[src/rtl/serial_addsub_unit.sv]
// serial_addsub_unit: bit-serial adder/subtractor, LSB first, one bit per clock.
// A start request (St) is accepted only while idle. The result, carry/borrow and
// signed-overflow flags are registered together and announced by a one-cycle Done.
// Optional build macro SERIAL_SAT_EN: the result saturates unsigned on carry/borrow
// (add -> all ones, sub -> zero). Cout and Ovf still report the raw condition.
// Handshake: St/Mode/A/B are sampled on the clock edge where St=1 and Busy=0.
// Busy stays high for WIDTH cycles. Done pulses for one cycle when Result, Cout and
// Ovf update. A new St is accepted in the Done cycle.
module serial_addsub_unit #(
   parameter int WIDTH = 8
) (
   input  logic             CLK,
   input  logic             R,
   input  logic             St,
   input  logic             Mode,
   input  logic [WIDTH-1:0] A,
   input  logic [WIDTH-1:0] B,
   output logic [WIDTH-1:0] Result,
   output logic             Cout,
   output logic             Ovf,
   output logic             Busy,
   output logic             Done,
   output logic             dbg_state
);

   localparam int CNT_W = $clog2(WIDTH + 1);

   typedef enum logic {
      IDLE  = 1'b0,
      SHIFT = 1'b1
   } state_t;

   state_t           state, state_n;
   logic [WIDTH-1:0] acc, opnd, acc_n, res_n;
   logic [CNT_W-1:0] cnt;
   logic             mode_r, cy, a_msb, b_msb;
   logic             x, y, s, cy_n, last_bit, ovf_n;

   assign dbg_state = state;

   // State register.
   always_ff @(posedge CLK or posedge R) begin
      if (R) state <= IDLE;
      else   state <= state_n;
   end

   // One full-adder/full-subtractor bit slice, next state and final-edge values.
   always_comb begin
      state_n  = state;
      x        = acc[0];
      y        = opnd[0];
      s        = x ^ y ^ cy;
      if (mode_r) cy_n = (x & y) | (cy & (x ^ y));
      else        cy_n = (~x & y) | (~x & cy) | (y & cy);
      acc_n    = {s, acc[WIDTH-1:1]};
      last_bit = (cnt == CNT_W'(WIDTH - 1));
      // s is the result MSB on the last bit; MSBs of A and B come from the start capture.
      if (mode_r) ovf_n = (a_msb == b_msb) && (s != a_msb);
      else        ovf_n = (a_msb != b_msb) && (s != a_msb);
`ifdef SERIAL_SAT_EN
      if (cy_n) res_n = mode_r ? {WIDTH{1'b1}} : {WIDTH{1'b0}};
      else      res_n = acc_n;
`else
      res_n = acc_n;
`endif
      case (state)
         IDLE:    if (St) state_n = SHIFT;
         SHIFT:   if (last_bit) state_n = IDLE;
         default: state_n = IDLE;
      endcase
   end

   // Operand capture, serial shifting and registered result/flags.
   always_ff @(posedge CLK or posedge R) begin
      if (R) begin
         acc    <= '0;
         opnd   <= '0;
         cnt    <= '0;
         mode_r <= 1'b0;
         cy     <= 1'b0;
         a_msb  <= 1'b0;
         b_msb  <= 1'b0;
         Result <= '0;
         Cout   <= 1'b0;
         Ovf    <= 1'b0;
         Busy   <= 1'b0;
         Done   <= 1'b0;
      end else begin
         Done <= 1'b0;
         case (state)
            IDLE: begin
               if (St) begin
                  acc    <= A;
                  opnd   <= B;
                  mode_r <= Mode;
                  a_msb  <= A[WIDTH-1];
                  b_msb  <= B[WIDTH-1];
                  cy     <= 1'b0;
                  cnt    <= '0;
                  Busy   <= 1'b1;
               end
            end
            SHIFT: begin
               acc  <= acc_n;
               opnd <= {opnd[0], opnd[WIDTH-1:1]};
               cy   <= cy_n;
               cnt  <= cnt + CNT_W'(1);
               if (last_bit) begin
                  Result <= res_n;
                  Cout   <= cy_n;
                  Ovf    <= ovf_n;
                  Done   <= 1'b1;
                  Busy   <= 1'b0;
               end
            end
            default: ;
         endcase
      end
   end

endmodule

[config.mk]
export PLATFORM = sky130hd
export DESIGN_NAME = serial_addsub_unit
export DESIGN_NICKNAME = d
export VERILOG_FILES = /design/src/rtl/serial_addsub_unit.sv
export SDC_FILE = /design/constraint.sdc
export NUM_CORES = 1
export LEC_CHECK = 0
export ABC_AREA = 1
export CORE_UTILIZATION = 45
export DETAILED_ROUTE_END_ITERATION = 8
export GPL_TIMING_DRIVEN = 1
export PLACE_DENSITY = 0.74
export RECOVER_POWER = 25
export SETUP_SLACK_MARGIN = 0.3
export SLEW_MARGIN = 5
export SYNTH_ARGS = -nofsm -noshare
export SYNTH_HDL_FRONTEND = slang
export SYNTH_SLANG_ARGS = --single-unit
[constraint.sdc]
create_clock -name CLK -period 1.3 [get_ports CLK]
set_input_delay 0.26 -clock CLK [delete_from_list [all_inputs] [get_ports CLK]]
set_output_delay 0.26 -clock CLK [all_outputs]
set_load 0.01 [all_outputs]
Word level (Yosys, flattened, before mapping) --
Index checks and enable logic that the tools add are counted.
Storage, ports and cells: bits of input ports 20, logic and storage cells 55, flip-flop bits (word level) 37
Cells by class: eq/ne operators 6, mux-type cells 18, bitwise operators 12, reduce and logical (&&, ||, !) cells 5, add/sub/neg operators 1
Operators with widths (number):
- $pmux W8 S2 | 2
- $mux W8 | 2
- $mux W1 | 9
- $pmux W4 S2 | 1
- $pmux W1 S2 | 3
- $reduce_and A2 Y1 | 3
- $and A1 B1 Y1 | 5
- $add A4 B1 Y4 const B | 1
- $eq A4 B3 Y1 const B | 1
- $mux W4 | 1
- $or A1 B1 Y1 | 3
- $logic_and A1 B1 Y1 | 2
- $ne A1 B1 Y1 | 2
- $ne A2 B1 Y1 const B | 1
- $ne A2 B2 Y1 const B | 1
- $not A1 Y1 | 2
- $xor A1 B1 Y1 | 2
- $eq A1 B1 Y1 | 1

Depth between registers and ports, before layout --
Gate-level depths: netlist of the first run.
depth in word-level cells 6, depth in mapped cells 8, gate-level depth less buffers 7

Worst setup path after synthesis of the first run --
No wires, ideal clock.
path kind register to register, start point reg acc[0], end point reg Ovf, required time 1.183 ns, setup slack -0.063 ns, library setup time 0.117 ns, arrival 1.245 ns, path buffers 0, cell stages (with the launch flop) 8, cell sequence dfrtp_1 inv_1 fa_1 inv_1 nor2_1 nor2_1 nand3_1 nand2_1
On the way: word-level cells in the longest chain between the ends 5, elaborated cells on any way between the ends 6, those cells by class 1 x eq/ne; 1 x mux; 2 x bitwise; 2 x reduce/logical
RTL lines:
- start: declaration | line 34 | logic [WIDTH-1:0] acc, opnd, acc_n, res_n;
- start signal: assignment | line 104 | acc <= acc_n;
- $xor A1 B1 Y1 (*) (2 in series) | line 52 | s = x ^ y ^ cy;
- $ne A1 B1 Y1 (*) | line 58, 59
- $logic_and A1 B1 Y1, on equally long branches | line 59, 58
- $mux W1 (*) | line 58 | if (mode_r) ovf_n = (a_msb == b_msb) && (s != a_msb);
- end signal: assignment | line 111 | Ovf <= ovf_n;
- end: declaration | line 20 | output logic Ovf,
Every way passes the cells marked *; elsewhere a longest branch is shown, timed or not. A chain may end at the register's enable or synchronous reset.

Worst setup path after layout of the first run --
start point reg cy, end point reg Ovf
On the way: word-level cells in the longest chain between the ends 4, elaborated cells on any way between the ends 5, those cells by class 1 x eq/ne; 1 x mux; 1 x bitwise; 2 x reduce/logical
RTL lines:
- start: declaration | line 36 | logic mode_r, cy, a_msb, b_msb;
- start signal: assignment | line 106 | cy <= cy_n;
- $xor A1 B1 Y1 (*) | line 52
- $ne A1 B1 Y1 (*) | line 58, 59
- $logic_and A1 B1 Y1, on equally long branches | line 59, 58
- $mux W1 (*) | line 58
Marked as above.

==> impl_metrics.json, run 1 <==
{
  "ys_warn_count": 0,
  "synth_top_area_share_pct": 58.4,
  "violations": "setup timing",
  "cts_sinks": 37,
  "die_width_um": 61.4,
  "slowest_stage": "fa_1",
  "hold_viol": 0,
  "setup_violations": 4,
  "critPathKind": "flop to flop",
  "tightest_slew_ps": 827,
  "grt_max_degree": 38,
  "grt_setup_unrepaired": "yes",
  "fin_skew_ps": 8.08,
  "grt_pass1_vias": 1416,
  "gp_congestion": 0.781,
  "start_kind": "flop",
  "track_usage_pct": 24.1,
  "async_flop_share_pct": 100,
  "clk_pin_slew_ps": 110,
  "yosys.area.top_type": "dfrtp_1",
  "status": "finished with violations",
  "crit_fanout": 2,
  "regToRegSetupSlack_ps": -80,
  "ys_seq_area_share_pct": 58.4,
  "comb_power_share_pct": 53.4,
  "yosysUniqueCellTypes": 18,
  "num_antenna_cells": 0,
  "dp_hpwl_mm": 2.44,
  "p_seq_share_pct": 34.8,
  "hp-class": "primary input to flop",
  "fmax_ghz": 0.725,
  "cts_buffers": 5,
  "tritoncts": "done",
  "p_total_w": 0.00590,
  "clk_path_buf_depth": 2,
  "drive_gt1_share_pct": 53.5,
  "power_frac_clock_pct": 11.8,
  "io_pins": 33,
  "design_area_sq_um": 2700,
  "crit_family": "adder cells",
  "met2_usage_pct": 43.2,
  "avgSynthCellArea_sq_um": 9.33,
  "drt-initial-drc-count": 57,
  "worst_ep_arrival_time_ps": 1630,
  "switching_power_w": 0.00228,
  "synth_seq_cells": 37,
  "synth_commonest_cells": "nand2_1, dfrtp_1, inv_1, nand3_1, o21ai_0",
  "slew_viol_final": 0,
  "portBuffers": 32,
  "p_int_w": 0.00362,
  "rows": 21,
  "wl_per_cell_um": 16.2,
  "finalWirelength_mm": 4.68,
  "worst_hold_slack_ps": 490,
  "die_y_um": 61.4,
  "area_growth_pct": 70.3,
  "antenna_found_initial": 0,
  "nets": 265,
  "synth_edf_count": 0,
  "synth_ff_type": "dfrtp_1",
  "maxCapViolations": 0,
  "ir_drop_v": 0.00111,
  "syn_area_sq_um": 1590,
  "h-tree-depth": 2,
  "fin_crit_ps": 1380,
  "grtUsageMet3_pct": 6.93,
  "coreArea_sq_um": 3360,
  "fin_ws_ps": -79.8,
  "dr_total_vias": 1492,
  "cpMostUsedCell": "nor2_1",
  "crit_chain": "fa_1, inv_1, nor2_1, nor2_1, nand3_1, nand2_1",
  "synth_area_leaders": "dfrtp_1, nand2_1, o221ai_1",
  "powerDensity_nw_per_um2": 2180,
  "endpoint_kind": "flop",
  "synth_cells": 170,
  "initial_utilization_pct": 47.2,
  "clk_latency_ps": 340,
  "critPathMaxStageDelay_ps": 560,
  "vias_per_cell": 5.16,
  "synth_fp_nets": 193,
  "top_usage_layer": "met2",
  "crit_buf_inv": 1,
  "grt_pass1_wl_mm": 6.40,
  "met1_usage_pct": 27.9,
  "fin_crit_sh_pct": 106,
  "yosysMostFrequentCell": "nand2_1",
  "root_buffer": "clkbuf_4",
  "overflow": 0,
  "leakagePower_nw": 1.39,
  "drc_errors": 0,
  "worst-endpoint-required_ps": 1550,
  "die_area_sq_um": 3770,
  "placed_area_sq_um": 2120,
  "timing.slew.headroom_pct": 44.9,
  "drtPass1Iterations": 4,
  "p_sw_share_pct": 38.6,
  "ant_nets": 0
}
per-stage QoR:
stage               setup WS [ps]  TNS (ps)  utilization, %  std cells
CTS                         -64.3     -64.3            73.8        283
floorplan                   -43.4     -43.4               -        170
global route                 -170      -578            80.4        289
global placement            -68.0     -1180            62.9        261
detailed placement           -117     -2150            62.9        261
finish                      -79.8      -225            80.4        289
routing by layer:
metal	up-vias	part of all wire, %
li1	689	-
met1	749	38
met2	42	55
met3	12	4.5
met4	0	2.4
met5	-	0
cell usage in the layout, fill, tap and decap left out:
| master | Yosys | layout |
|---|---|---|
| dfrtp_1 | 37 | 36 |
| nand2_1 | 61 | 32 |
| buf_4 | 1 | 21 |
| clkdlybuf4s50_1 | 0 | 19 |
| nand2_4 | 0 | 17 |
| buf_6 | 2 | 15 |
| nand2_2 | 0 | 12 |
| inv_1 | 15 | 11 |
| buf_2 | 4 | 10 |
| nand3_2 | 0 | 9 |
| o221ai_2 | 0 | 8 |
| o21ai_2 | 0 | 6 |
| o21ai_1 | 0 | 5 |
| nor2_1 | 9 | 5 |
| clkbuf_4 | 0 | 5 |
| nor2_4 | 0 | 3 |
| inv_2 | 3 | 3 |
| buf_8 | 0 | 3 |
| buf_12 | 0 | 3 |
| inv_6 | 0 | 2 |
| clkinv_8 | 0 | 2 |
| nand3_1 | 11 | 2 |
| clkbuf_8 | 0 | 2 |
| nand2_8 | 1 | 1 |
| nand4_1 | 1 | 1 |
| nor2_2 | 0 | 1 |
| clkinvlp_4 | 0 | 1 |
| a21oi_2 | 0 | 1 |
| a22o_1 | 1 | 1 |
| o31ai_4 | 0 | 1 |
| fa_1 | 2 | 1 |
| fa_2 | 0 | 1 |
| ha_2 | 0 | 1 |
| clkinv_2 | 0 | 1 |
| dfrtp_2 | 0 | 1 |
registers in the layout, indices dropped and copies added (netlist names), 4 cells and up:
name and flops:
opnd 8, acc 8, cnt 4, Result 8
path summary, 6_finish.rpt:
path                            depth (start not counted)               endpoint                  start
worst min register to register                          2  Result[6]$_DFFE_PP0P_  Result[6]$_DFFE_PP0P_
worst min-delay path                                    3     mode_r$_DFFE_PP0P_                   Mode
max in group asynchronous                               3    dbg_state$_DFF_PP0_                      R
min in group asynchronous                               3  Result[2]$_DFFE_PP0P_                      R
worst max register to register                          6        Ovf$_DFFE_PP0P_         cy$_DFFE_PP0P_
worst max-delay path                                    6        Ovf$_DFFE_PP0P_         cy$_DFFE_PP0P_
area by class of cell:
cell class	instances	area (sq um)
Clock inverter	1	5.00
Sequential cell	37	927
Fill cell	206	661
Clock buffer	7	65.1
Multi-Input combinational cell	108	866
Tap cell	46	57.6
Timing Repair inverter	1	8.76
Timing Repair Buffer	71	672
Inverter	18	101
worst reg2reg max path: cells and delay by family (launching register included):
family	cells	cell delay, ps
flops	1	430
buf+inv	1	60
simple gates	4	240
fa+ha+maj	1	560
cell families (layout without fill, tap and decap cells):
kind of cell / count (synthesis) / after routing / share of synthesized area, %
compound gates: 22 / 22 / 9.23
simple gates: 83 / 83 / 21.7
flops: 37 / 37 / 58.4
fa+ha+maj: 3 / 3 / 3.31
buf+inv: 25 / 98 / 7.41
power by group through the flow:
stage	Sequential [W]	Clock, W	Combinational (W)
2_1_floorplan	0.00206	0	0.00108
3_3_place_gp	0.00198	0	0.00202
3_5_place_dp	0.00202	0	0.00209
4_1_cts	0.00199	0.000707	0.00262
5_1_grt	0.00211	0.000760	0.00344
6_report	0.00206	0.000697	0.00315
timing repair:
action,in CTS,in global routing
hold buffers,0,0
resized for setup,124,45
hold endpoints to repair,0,0
pin swaps,10,19
setup endpoints to repair,50,50
cloned,0,1
buffers inserted,14,5
Note: power is estimated with default switching activity, not from simulation.
==> inputs of run 2 (changes only) <==
--- a/config.mk
+++ b/config.mk
@@ -5,7 +5,6 @@
 export SDC_FILE = /design/constraint.sdc
 export NUM_CORES = 1
 export LEC_CHECK = 0
-export ABC_AREA = 1
 export CORE_UTILIZATION = 45
 export DETAILED_ROUTE_END_ITERATION = 8
 export GPL_TIMING_DRIVEN = 1
==> impl_metrics.json, run 2 <==
{
  "status": "finished with violations",
  "violations": "setup timing",
  "die_area_sq_um": 3930,
  "grt_pass1_wl_mm": 8.05,
  "drive_gt1_share_pct": 54.6,
  "slew_viol_final": 0,
  "dr_total_vias": 1448,
  "tightest_slew_ps": 687,
  "ant_nets": 0,
  "crit_buf_inv": 1,
  "placed_area_sq_um": 2200,
  "final_common_cell": "dfrtp_1",
  "ys_seq_area_share_pct": 55.9,
  "ir_drop_v": 0.00149,
  "crit_family": "adder cells",
  "synth_commonest_cells": "dfrtp_1, nand2_1, o21ai_0, mux2i_1",
  "coreArea_sq_um": 3440,
  "reg.largest.list": "Result: 8 flops, acc: 8 flops, opnd: 8 flops",
  "synth_top_area_share_pct": 55.9,
  "wl_per_cell_um": 20.6,
  "syn_area_sq_um": 1660,
  "drtPass1Iterations": 4,
  "timing.slew.headroom_pct": 54.0,
  "num-fill-cells": 193,
  "critPathKind": "flop to flop",
  "worst_hold_slack_ps": 475,
  "synth_fp_nets": 160,
  "crit_fanout": 3,
  "avgSynthCellArea_sq_um": 12.1,
  "gp_congestion": 0.745,
  "fin_ws_ps": -279,
  "leakagePower_nw": 1.39,
  "nets": 240,
  "ff2ff_path_depth": 4,
  "critPathMaxStageDelay_ps": 440,
  "grt_pass1_vias": 1544,
  "cts_buffers": 5,
  "finalWirelength_mm": 5.44,
  "vias_per_cell": 5.48,
  "synth_ff_type": "dfrtp_1",
  "overflow": 0,
  "die_width_um": 62.7,
  "final_cell_mix": "dfrtp_1, buf_4, mux2i_1, clkdlybuf4s50_1",
  "synth_area_leaders": "dfrtp_1, mux2i_1, o21ai_0",
  "antenna_found_initial": 0,
  "powerDensity_nw_per_um2": 2700,
  "crit_cells": 4,
  "track_usage_pct": 28.1,
  "rows": 21,
  "root_buffer": "clkbuf_8",
  "grt_max_degree": 18,
  "hp-class": "primary input to asynchronous set/reset pin",
  "fin_skew_ps": 6.83,
  "fin_crit_sh_pct": 121,
  "num_antenna_cells": 0,
  "endpoint_kind": "flop",
  "worst-endpoint-required_ps": 1510,
  "synth_cells": 137,
  "yosysUniqueCellTypes": 25,
  "fmax_ghz": 0.633,
  "synth_edf_count": 0,
  "hold_viol": 0,
  "area_growth_pct": 72.6,
  "portBuffers": 32,
  "dp_hpwl_mm": 2.58,
  "setup_violations": 12,
  "maxCapViolations": 0,
  "fin_crit_ps": 1580,
  "initial_utilization_pct": 48.1,
  "worst_ep_arrival_time_ps": 1790,
  "met3WireLength_um": 247,
  "die_y_um": 62.7,
  "yosysMostFrequentCell": "dfrtp_1",
  "ys_warn_count": 0,
  "drt-met1-wl_mm": 2.11,
  "io_pins": 33,
  "tritoncts": "done",
  "drc_errors": 0,
  "cts_hold_buf": 0,
  "async_flop_share_pct": 100,
  "crit_chain": "inv_2, fa_2, or3_1, a31oi_1",
  "h-tree-depth": 2,
  "yosys.area.top_type": "dfrtp_1",
  "clk_path_buf_depth": 2,
  "clk_pin_slew_ps": 70,
  "design_area_sq_um": 2860,
  "clk_latency_ps": 300,
  "cts_sinks": 37,
  "highest_layer": "met4",
  "start_kind": "flop",
  "synth_seq_cells": 37,
  "grt_setup_unrepaired": "yes",
  "routed-wl-met2_mm": 2.97,
  "slowest_stage": "fa_2",
  "drt-initial-drc-count": 88
}
[run 2: cell types whose count changed after synthesis, moves of 5 or more]
| cell | change |
|---|---|
| inv_1 | -12 |
| mux2_2 | +6 |
| mux2_4 | +6 |
| mux2i_1 | +17 |
| nand2_1 | -43 |
| nand3_1 | -9 |
| nor2_1 | -5 |
| o21ai_0 | +7 |
| o221ai_1 | -8 |
[run 2: final cells by class]
type / instances / area [sq um] / area share, %
sequential: 37 / 928 / 32.5
multi-input combinational: 90 / 887 / 31.0
timing repair buffer: 80 / 870 / 30.4
tap: 46 / 57.6 / 2.01
clock buffer: 8 / 90.1 / 3.15
inverter: 3 / 25.0 / 0.876
[run 2: path summary, 6_finish.rpt]
| path | end | slack [ps] | from |
|---|---|---|---|
| hold / removal | Done$_DFF_PP0_ | 470 | R |
| setup / recovery | Ovf$_DFFE_PP0P_ | -280 | acc[0]$_DFFE_PP0P_ |
| hold reg to reg | opnd[6]$_DFFE_PP0P_ | 500 | opnd[7]$_DFFE_PP0P_ |
| max in group asynchronous | cy$_DFFE_PP0P_ | 100 | R |
| min in group CLK | opnd[6]$_DFFE_PP0P_ | 500 | opnd[7]$_DFFE_PP0P_ |
| setup reg to reg | Ovf$_DFFE_PP0P_ | -280 | acc[0]$_DFFE_PP0P_ |
[run 2: per-stage QoR]
| step | utilization (%) | power, W | setup TNS [ps] | cells | setup WS, ps |
|---|---|---|---|---|---|
| floorplan | - | 0.00370 | -310 | 137 | -166 |
| global placement | 63.8 | 0.00455 | -2580 | 222 | -170 |
| detailed placement | 63.8 | 0.00472 | -3600 | 222 | -220 |
| CTS | 77.9 | 0.00689 | -668 | 253 | -229 |
| global route | 83.0 | 0.00811 | -2020 | 264 | -327 |
| finish | 83.0 | 0.00773 | -875 | 264 | -279 |
[run 2: kinds of logic (layout without fill, tap and decap cells)]
kind of cell               Yosys count  after routing  share of synthesized area, %
AOI/OAI and AO/OA                   23             23                          7.41
xor gates and xnor gates             2              2                          1.06
adders and majority gates            3              3                          3.17
buffers and inverters               10             91                          3.10
DFF                                 37             37                          55.9
muxes                               29             29                          19.8
and+or+nand+nor                     33             33                          9.52
[run 2: power breakdown]
| part | internal, W | switching (W) | total, W |
|---|---|---|---|
| sequential | 0.00174 | 0.000547 | 0.00229 |
| combinational | 0.00270 | 0.00189 | 0.00459 |
| clock | 0.000433 | 0.000420 | 0.000853 |
| total | 0.00487 | 0.00286 | 0.00773 |
[run 2: worst register-to-register path, cell delays in order (launching register included)]
cell and delay, ps:
dfrtp_1 430, inv_2 80, fa_2 440, or3_1 370, a31oi_1 170
[run 2: what timing repair did]
action / CTS / global route
pin swaps: 14 / 7
gates cloned: 7 / 0
buffers inserted: 16 / 11
endpoints found under the setup margin: 50 / 49
resized for setup: 118 / 29
hold endpoints to repair: 0 / 0
[run 2: metal layers]
metal  vias up  global-route usage (%)
met2        50                    51.0
met5         -                       0
met3        13                    6.57
met1       753                    32.6
li1        632                       -
met4         0                    8.14
==> inputs of run 3 (changes only) <==
--- a/config.mk
+++ b/config.mk
@@ -6,6 +6,7 @@
 export NUM_CORES = 1
 export LEC_CHECK = 0
 export CORE_UTILIZATION = 45
+export CTS_BUF_LIST = sky130_fd_sc_hd__clkbuf_8
 export DETAILED_ROUTE_END_ITERATION = 8
 export GPL_TIMING_DRIVEN = 1
 export PLACE_DENSITY = 0.74
==> impl_metrics.json, run 3 (synthesis results as in run 2) <==
{
  "vias_per_cell": 5.50,
  "gp_congestion": 0.745,
  "crit_fanout": 3,
  "cts_hold_buf": 0,
  "reg.largest.list": "Result: 8 flops, acc: 8 flops, opnd: 8 flops",
  "design_area_sq_um": 2860,
  "stdcell_count": 264,
  "grtUsageMet3_pct": 6.57,
  "worst_ep_arrival_time_ps": 1790,
  "endpoint_kind": "flop",
  "crit_chain": "inv_2, fa_2, or3_1, a31oi_1",
  "root_buffer": "clkbuf_8",
  "area_growth_pct": 72.6,
  "fin_util_pct": 83.0,
  "die_area_sq_um": 3930,
  "dp_cells": 222,
  "final_cell_mix": "dfrtp_1, buf_4, mux2i_1, clkdlybuf4s50_1",
  "tritoncts": "done",
  "portBuffers": 32,
  "met2_usage_pct": 51.0,
  "overflow": 0,
  "ir_drop_v": 0.00149,
  "leakagePower_nw": 1.40,
  "placed_area_sq_um": 2200,
  "rows": 21,
  "tightest_slew_ps": 687,
  "num-fill-cells": 193,
  "wl_per_cell_um": 20.6,
  "num_antenna_cells": 0,
  "grt_pass1_vias": 1544,
  "dp_slack_ps": -220,
  "crit_buf_inv": 1,
  "finalWirelength_mm": 5.45,
  "fin_skew_ps": 6.90,
  "initial_utilization_pct": 48.1,
  "worst_hold_slack_ps": 475,
  "die_width_um": 62.7,
  "critPathMaxStageDelay_ps": 440,
  "slowest_stage": "fa_2",
  "ant_nets": 0,
  "start_kind": "flop",
  "fmax_ghz": 0.634,
  "fin_ws_ps": -278,
  "slew_viol_final": 0,
  "hp-class": "primary input to asynchronous set/reset pin",
  "cts_buffers": 5,
  "drtPass1Iterations": 4,
  "antenna_found_initial": 0,
  "coreArea_sq_um": 3440,
  "setup_violations": 12,
  "met1_usage_pct": 32.6,
  "clk_latency_ps": 300,
  "cts_sinks": 37,
  "drive_gt1_share_pct": 54.6,
  "maxCapViolations": 0,
  "final_common_cell": "dfrtp_1",
  "fin_crit_ps": 1580,
  "die_y_um": 62.7,
  "track_usage_pct": 28.1,
  "dp_hpwl_mm": 2.58,
  "grt_setup_unrepaired": "yes",
  "drt-initial-drc-count": 86,
  "timing.slew.headroom_pct": 53.9,
  "top_usage_layer": "met2",
  "worst-endpoint-required_ps": 1510,
  "status": "finished with violations",
  "drc_errors": 0,
  "critPathKind": "flop to flop",
  "crit_family": "adder cells",
  "fin_crit_sh_pct": 121,
  "violations": "setup timing",
  "hold_viol": 0,
  "grt_max_degree": 18,
  "dr_total_vias": 1451,
  "io_pins": 33,
  "clk_pin_slew_ps": 70,
  "h-tree-depth": 2,
  "powerDensity_nw_per_um2": 2700,
  "nets": 240,
  "grt_pass1_wl_mm": 8.05,
  "clk_path_buf_depth": 2
}
-- run 3: final cells by class --
cell class / count / area, sq um / area share, %
clock buffer: 6 / 82.6 / 2.89
sequential: 37 / 928 / 32.5
clock inverter: 2 / 7.51 / 0.263
multi-input combinational: 90 / 887 / 31.0
inverter: 3 / 25.0 / 0.876
tap: 46 / 57.6 / 2.01
timing repair buffer: 80 / 870 / 30.4
-- run 3: stage by stage --
| step | TNS, ps | power, W |
|---|---|---|
| global route | -2020 | 0.00810 |
| floorplan | -310 | 0.00370 |
| finish | -879 | 0.00771 |
| CTS | -665 | 0.00687 |
| global placement | -2580 | 0.00455 |
| detailed placement | -3600 | 0.00472 |
-- run 3: final timing paths --
kind                                      from             endpoint  slack [ps]  depth (start not counted)
setup / recovery            acc[0]$_DFFE_PP0P_      Ovf$_DFFE_PP0P_        -280                          4
hold / removal                               R       Done$_DFF_PP0_         480                          2
setup reg to reg            acc[0]$_DFFE_PP0P_      Ovf$_DFFE_PP0P_        -280                          4
hold reg to reg            opnd[7]$_DFFE_PP0P_  opnd[6]$_DFFE_PP0P_         500                          2
max in group asynchronous                    R       cy$_DFFE_PP0P_         100                          3
min in group CLK           opnd[7]$_DFFE_PP0P_  opnd[6]$_DFFE_PP0P_         500                          2
-- run 3: routing by layer --
metal / vias up / share of wire, % / routed length [um]
met5: - / 0 / 0
met4: 0 / 2.2 / 119
met3: 13 / 4.8 / 259
met2: 53 / 55 / 2970
met1: 753 / 38 / 2090
li1: 632 / - / -
-- run 3: worst register-to-register path, delay by kind of cell, from the launching register on --
family	cells	cell delay [ps]
buffers and inverters	1	80
adder cells (fa/ha/maj)	1	440
AND/OR/NAND/NOR	1	370
AO/OA/AOI/OAI	1	170
flip-flops	1	430
-- run 3: what timing repair did --
item / in CTS / in global routing
pin swaps: 14 / 7
setup buffers: 16 / 11
resized for setup: 118 / 29
endpoints found under the setup margin: 50 / 49
gates cloned: 7 / 0
endpoints found under the hold margin: 0 / 0
-- run 3: power breakdown --
group	internal (W)	total [W]	switching (W)
Clock	0.000417	0.000839	0.000421
Combinational	0.00270	0.00459	0.00189
Sequential	0.00174	0.00229	0.000547
Total	0.00485	0.00771	0.00286
